<file path="src/rtl/vpe_feature_dispatch.sv">
// vpe_feature_dispatch
//   Producer side of the packet-feature interface for the eight-VPE cluster.
//   Feature vectors from the parser are buffered in a FIFO. Each cluster
//   fetch request is served with one feature on the shared pkt_feature bus.
//   A one-hot vpe_mux_valid strobe names the capturing VPE, and the VPEs are
//   selected in round-robin order. Fetches that arrive while the FIFO is
//   empty are banked as credit, up to CREDIT_MAX.
//
// Ports
//   clk, rst           clock; asynchronous active-high reset
//   in_feature/valid   parser write side
//   in_ready           high while the FIFO is not full
//   fetch_pkt_feature  OR of all VPE fetch requests
//   pkt_feature        feature bus; holds its value between issues
//   vpe_mux_valid      one-cycle one-hot capture strobe
//   fifo_count         current FIFO occupancy
//   issued_cnt         wrapping count of issued features
module vpe_feature_dispatch #(
  parameter int FEAT_W     = 256,
  parameter int NUM_VPE    = 8,
  parameter int FIFO_DEPTH = 16,
  parameter int CREDIT_MAX = 8
) (
  input  logic                          clk,
  input  logic                          rst,
  input  logic [FEAT_W-1:0]             in_feature,
  input  logic                          in_valid,
  output logic                          in_ready,
  input  logic                          fetch_pkt_feature,
  output logic [FEAT_W-1:0]             pkt_feature,
  output logic [NUM_VPE-1:0]            vpe_mux_valid,
  output logic [$clog2(FIFO_DEPTH):0]   fifo_count,
  output logic [31:0]                   issued_cnt
);

  localparam int AW = $clog2(FIFO_DEPTH);
  localparam int RW = (NUM_VPE > 1) ? $clog2(NUM_VPE) : 1;
  localparam int CW = $clog2(CREDIT_MAX + 1);

  localparam logic [AW:0]   DEPTH_C   = (AW+1)'(FIFO_DEPTH);
  localparam logic [RW-1:0] RR_LAST_C = RW'(NUM_VPE - 1);
  localparam logic [CW-1:0] CRED_MAX_C = CW'(CREDIT_MAX);

  logic [FEAT_W-1:0]  mem_r [FIFO_DEPTH];
  logic [AW:0]        wr_ptr_r;
  logic [AW:0]        rd_ptr_r;
  logic [RW-1:0]      rr_ptr_r;
  logic [CW-1:0]      credit_r;
  logic [CW-1:0]      credit_nxt_s;
  logic [AW:0]        count_s;
  logic               empty_s;
  logic               full_s;
  logic               push_s;
  logic               issue_s;

  // Occupancy comes from the extra-MSB pointers only, so in_ready has no
  // path from in_valid and a same-cycle push is never issuable.
  assign count_s    = wr_ptr_r - rd_ptr_r;
  assign empty_s    = (wr_ptr_r == rd_ptr_r);
  assign full_s     = (count_s == DEPTH_C);
  assign in_ready   = !full_s;
  assign fifo_count = count_s;

  assign push_s  = in_valid && !full_s;
  assign issue_s = ((credit_r != CW'(0)) || fetch_pkt_feature) && !empty_s;

  // Credit next-state: fetch adds (saturating), issue consumes; both cancel.
  always_comb begin
    credit_nxt_s = credit_r;
    if (fetch_pkt_feature && !issue_s) begin
      if (credit_r == CRED_MAX_C) begin
        credit_nxt_s = credit_r;
      end else begin
        credit_nxt_s = credit_r + CW'(1);
      end
    end else if (!fetch_pkt_feature && issue_s) begin
      credit_nxt_s = credit_r - CW'(1);
    end else begin
      credit_nxt_s = credit_r;
    end
  end

  // Feature storage; contents need no reset because the pointers gate them.
  always_ff @(posedge clk) begin
    if (push_s) begin
      mem_r[wr_ptr_r[AW-1:0]] <= in_feature;
    end
  end

  // FIFO pointers, credit and round-robin state.
  always_ff @(posedge clk or posedge rst) begin
    if (rst) begin
      wr_ptr_r <= '0;
      rd_ptr_r <= '0;
      credit_r <= '0;
      rr_ptr_r <= '0;
    end else begin
      credit_r <= credit_nxt_s;
      if (push_s) begin
        wr_ptr_r <= wr_ptr_r + (AW+1)'(1);
      end
      if (issue_s) begin
        rd_ptr_r <= rd_ptr_r + (AW+1)'(1);
        if (rr_ptr_r == RR_LAST_C) begin
          rr_ptr_r <= '0;
        end else begin
          rr_ptr_r <= rr_ptr_r + RW'(1);
        end
      end
    end
  end

  // Registered issue outputs: head data, one-hot strobe, issue counter.
  always_ff @(posedge clk or posedge rst) begin
    if (rst) begin
      pkt_feature   <= '0;
      vpe_mux_valid <= '0;
      issued_cnt    <= 32'd0;
    end else begin
      if (issue_s) begin
        pkt_feature   <= mem_r[rd_ptr_r[AW-1:0]];
        vpe_mux_valid <= NUM_VPE'(1) << rr_ptr_r;
        issued_cnt    <= issued_cnt + 32'd1;
      end else begin
        vpe_mux_valid <= '0;
      end
    end
  end

endmodule

</file>
<file path="config.mk">
export PLATFORM = sky130hd
export DESIGN_NAME = vpe_feature_dispatch
export DESIGN_NICKNAME = d
export VERILOG_FILES = /design/src/rtl/vpe_feature_dispatch.sv
export SDC_FILE = /design/constraint.sdc
export NUM_CORES = 2
export LEC_CHECK = 0
export ABC_CLOCK_PERIOD_IN_PS = 56900
export BUFFER_PORTS_ARGS = -buffer_cell sky130_fd_sc_hd__buf_4
export CORE_MARGIN = 2
export CORE_UTILIZATION = 45
export CTS_BUF_LIST = sky130_fd_sc_hd__clkbuf_16
export DETAILED_ROUTE_END_ITERATION = 6
export PLACE_DENSITY = 0.57
export SLEW_MARGIN = 10
export SYNTH_ARGS = -nofsm -noshare
export SYNTH_HDL_FRONTEND = slang
export SYNTH_SLANG_ARGS = --single-unit
</file>
<file path="constraint.sdc">
create_clock -name clk -period 56.9 [get_ports clk]
set_input_delay 5.69 -clock clk [delete_from_list [all_inputs] [get_ports clk]]
set_output_delay 5.69 -clock clk [all_outputs]
set_load 0.03 [all_outputs]
</file>
# After elaboration in Yosys (flattened, before gate mapping)
# Memories as Yosys holds them, arrays and structs flattened. A register that Yosys moved wholly into a read port is not among the register bits.
# Cells that the tools add are included.
# op_classes
reduce_logical,12
eq_ne,5
add_sub_neg,7
shifts,1
muxes,7
# op_table
op,n
adder 32 x 1 -> 32 bit (second input constant),1
two-way mux 4 bit,3
adder 5 x 1 -> 5 bit (second input constant),2
two-way mux 8 bit,1
<< shifter 1 x 3 -> 8 bit (first input constant),1
== test 5 bit,1
== test 5 bit (second input constant),1
subtractor 5 bit,1
adder 4 x 1 -> 4 bit (second input constant),1
== test 4 bit (second input constant),1
logical AND 1 bit,4
logical NOT 1 bit,4
nonzero test 4 bit,1
subtractor 4 x 1 -> 4 bit (second input constant),1
adder 3 x 1 -> 3 bit (second input constant),1
== test 3 bit (second input constant),1
two-way mux 3 bit,1
two-way mux 1 bit,2
inequality test 2 bit (second input constant),1
AND reduction 2 bit,1
nonzero test 2 bit,1
logical OR 1 bit,1
# totals
out_inout_bits,302
mem_bits_rw,4096
mem_count,1
ff_bits,57
# mem_list
name,words,width,rd,rd_clocked_by_memory_dff,wr,line_no,text
mem_r,16,256,1,1,1,44,logic [FEAT_W-1:0] mem_r [FIFO_DEPTH];

# Logic depth before layout (Yosys ltp)
# depth
ltp_word,7
ltp_mapped,15
ltp_nobuf,12

# Worst setup path before layout
# No wires, ideal clock.
# synth_timing
kind,input to register
start,in in_valid
end,mem mem_r[2][0] (enable)
stages,3
arrival_ns,23.275
path_slack_ns,32.438
path_cell_list,o31a_1 -> nand2_1 -> nor3_1
# synth_between
elab_chain_len,3
# synth_lines
element,line_no,text
"start, declared",27,"input logic in_valid,"
logical AND 1 bit,64,assign push_s = in_valid && !full_s;
two-way mux 1 bit,85,if (push_s) begin
two-way mux 1 bit (not written as such),86,mem_r[wr_ptr_r[AW-1:0]] <= in_feature;
"end, declared",44,
# Every way passes these cells.

# Worst setup path in the final report
# layout_timing
start,reg rd_ptr_r[1]
end,out in_ready
# layout_between
elab_chain_len,3
# layout_lines
element,line_no,text
"start, declared",46,logic [AW:0] rd_ptr_r;
"start signal, assigned",103,rd_ptr_r <= rd_ptr_r + (AW+1)'(1);
subtractor 5 bit,58,assign count_s = wr_ptr_r - rd_ptr_r;
== test 5 bit,60,assign full_s = (count_s == DEPTH_C);
logical NOT 1 bit,61,assign in_ready = !full_s;
"end, declared",28,"output logic in_ready,"
# Every way passes these cells.

==> out/qor.yml <==
worst_hold_path:
  min_to: "issued_cnt[31]$_DFFE_PP0P_"
  hp-class: "flop to flop"
  hold_path_startpoint: "issued_cnt[31]$_DFFE_PP0P_"
  whs_path_depth: 1
cts:
  cts_tree: "built"
  cts_resized: 0
  clock_latency_ps: 1000
  clockRootBuffer: "clkbuf_16"
  clock_path_buffers: 4
  htreeDepth: 5
  clock_sinks: 4409
  clk_pin_slew_ps: 60
  cts_buffers: 447
  cts_setup_buffers: 0
  ctsHoldBuffers: 0
timing:
  skew_ps: 75.7
  post-route-period-util_pct: 17.1
  finalSetupTns_ps: 0
  rsz0062_at_grt: "false"
  drv_slew: 0
  maxSlewHeadroom_pct: 23.6
  setup_violations: 0
  hold_violations: 0
  worst_slew_pin_slew_ps: 1150
  layout_min_cycle_time_ps: 9760
  max_freq_mhz: 102
  holdWs_ps: 482
  setup_ws_ps: 47140
global_routing:
  use_met3_pct: 4.09
  grt_pass1_vias: 79800
  grt_pass1_wl_um: 576000
  grt.overflow.total: 0
  busiest_layer: "met2"
  grt_max_degree: 132
  grt_use_met1_pct: 29.7
  grt_usage_pct: 21.3
  globalRouteMet2Util_pct: 35.0
  antenna_found_initial: 66
synth:
  synth_cell_type_count: 39
  ys.flop_type: "edfxtp_1"
  netlist.area_leader.share_pct: 74.4
  ys_ff_latch: 4409
  yosysWarnings: 0
  async_flop_share_pct: 7.10
  synth_area_um2: 165000
  syn_avg_cell_area_um2: 23.5
  synthesis.nets: 7328
  synth_cells: 7048
  synth_area_leader_cell: "edfxtp_1"
  ys_seq_area_share_pct: 79.2
  synthTopCellsByArea: "edfxtp_1 (74%), mux4_2 (14%), dfrtp_1 (4.7%)"
  synth-edff-count: 4096
place:
  dp.cells: 12200
  gp_congestion: 0.785
  place_area_um2: 176000
  hpwlAfterDp_um: 220000
  portBuffers: 561
  place_ws_ps: 46890
final_layout:
  final_nets: 8125
  drive_above_1_share_pct: 28.9
  final_area_um2: 190000
  area_growth_pct: 14.9
  stdcell_count: 13100
power:
  p_leak_nw: 62.7
  p_per_area_nw_per_um2: 52.5
  peakVddDrop_uv: 42.9
worst_setup_path:
  r2r-end: "mem_r[9][53]$_DFFE_PP_"
  crit_path_cell_trace: "buf_4 -> inv_1 -> ha_1 -> nand2_1 -> o21ai_0 -> xor2_1 -> or3_1 -> buf_4"
  r2r_cells: 12
  cp_slowest_cell: "dfrtp_4"
  path_max_fanout: 48
  cp-end-kind: "primary output"
  crit_path_start_kind: "flop"
  crit_required_ps: 51210
  crit_top_cell: "buf_4"
  cp.arrival_ps: 4070
  worstSetupPathType: "flop to primary output"
  regToRegSetupSlack_ps: 50010
  r2r_start: "rd_ptr_r[1]$_DFFE_PP0P_"
  cpPeakStageDelay_ps: 870
die:
  start_util_pct: 45.2
  die_area_um2: 372000
  die_y_um: 610
  die_w_um: 610
  rows: 222
  core_area_um2: 366000
  io_pins: 562
drt:
  post-route-drc-count: 0
  via_per_inst: 5.81
  final_antenna_net_count: 0
  drtIter0Drc: 6788
  drt-total-wl_um: 400000
  drt-pass1-iter-count: 7
  wl_per_cell_um: 30.6
  dr_total_vias: 76100
flow_run:
  maxCapViolations: 0
outcome:
  status: "finished, final reports clean"
==> power breakdown <==
group / switching, W / internal [W]
clock network: 0.00124 / 0.00160
logic: 0.00170 / 0.00121
registers: 0.000220 / 0.00400
total: 0.00317 / 0.00680
==> synthesized netlist by cell type, types with 2 or more instances <==
library cell	instances
o221ai_1	256
nor4_2	2
clkbuf_1	168
xnor2_1	35
fa_1	2
mux4_2	1024
nand4_1	10
o32ai_1	2
ha_1	18
nand3_1	16
a21oi_1	4
inv_1	12
o21ai_0	7
edfxtp_1	4096
nor3_1	7
nor2_1	25
or3_1	4
and3_1	9
and2_1	7
mux2i_1	512
buf_1	53
nand2b_1	4
xor2_1	9
buf_2	148
nand2_1	288
dfrtp_1	313
or2_2	2
buf_4	4
==> cells by family after synthesis <==
group	Yosys count	synth area share [%]
flip-flops	4409	79.2
multiplexers	1537	17.1
buffers and inverters	386	0.998
AND/OR/NAND/NOR	377	0.954
AO/OA/AOI/OAI	274	1.43
XOR/XNOR	45	0.243
adder cells (fa/ha/maj)	20	0.160
==> flip-flops by register name, summed over array words and instances, names as in the netlist <==
register	flops
credit_r	4
issued_cnt	32
mem_r	4096
pkt_feature	256
rd_ptr_r	5
rr_ptr_r	3
vpe_mux_valid	8
wr_ptr_r	5
==> final cells by class <==
type	instances	area (um2)
multi-input combinational	2253	32900
tap	4816	6030
timing repair buffer	721	5630
clock inverter	399	3200
inverter	13	63.8
sequential	4409	131000
fill	28400	176000
clock buffer	448	11200
antenna	27	67.6
==> worst max path at each step <==
stage / start / endpoint / slack (ps) / cells after the start
after global routing: rd_ptr_r[1]$_DFFE_PP0P_ / in_ready / 46910 / 8
after global placement: in_valid / mem_r[9][64]$_DFFE_PP_ / 46930 / 7
after CTS: rd_ptr_r[1]$_DFFE_PP0P_ / in_ready / 47010 / 8
final: rd_ptr_r[1]$_DFFE_PP0P_ / in_ready / 47140 / 8
after detailed placement: in_valid / mem_r[9][53]$_DFFE_PP_ / 46890 / 7
after floorplan: in_valid / mem_r[2][0]$_DFFE_PP_ / 32440 / 3
==> worst max-delay path: cells and delay by family (launching register included) <==
family          cells  cell delay [ps]
simple gates        2              270
xor+xnor            1              370
compound gates      1              190
buf+inv             3             1040
flops               1              870
fa+ha+maj           1              330
==> layer usage <==
layer / up-vias / routed length [um] / share of wire (%)
li1: 31600 / - / -
met1: 41600 / 168000 / 42
met2: 2254 / 197000 / 49
met3: 556 / 24900 / 6.2
met4: 40 / 9180 / 2.3
met5: - / 237 / 0.059
==> through the flow <==
stage / total power, W / util, %
floorplan: 0.00633 / -
global placement: 0.00722 / 48.0
detailed placement: 0.00726 / 48.0
CTS: 0.0101 / 52.0
global route: 0.0104 / 52.0
finish: 0.00997 / 52.0
==> layout by cell type, fill, tap and decap left out, drive strengths merged, types with 11 or more instances in the layout <==
cell type / instances
buf: 721
bufinv: 36
clkbuf: 448
clkinv: 233
clkinvlp: 11
dfrtp: 313
diode: 27
edfxtp: 4096
ha: 18
inv: 132
mux2i: 512
mux4: 1024
nand2: 288
nand3: 16
nor2: 25
o221ai: 256
xnor2: 35
Power figures use the tool's default switching activity.
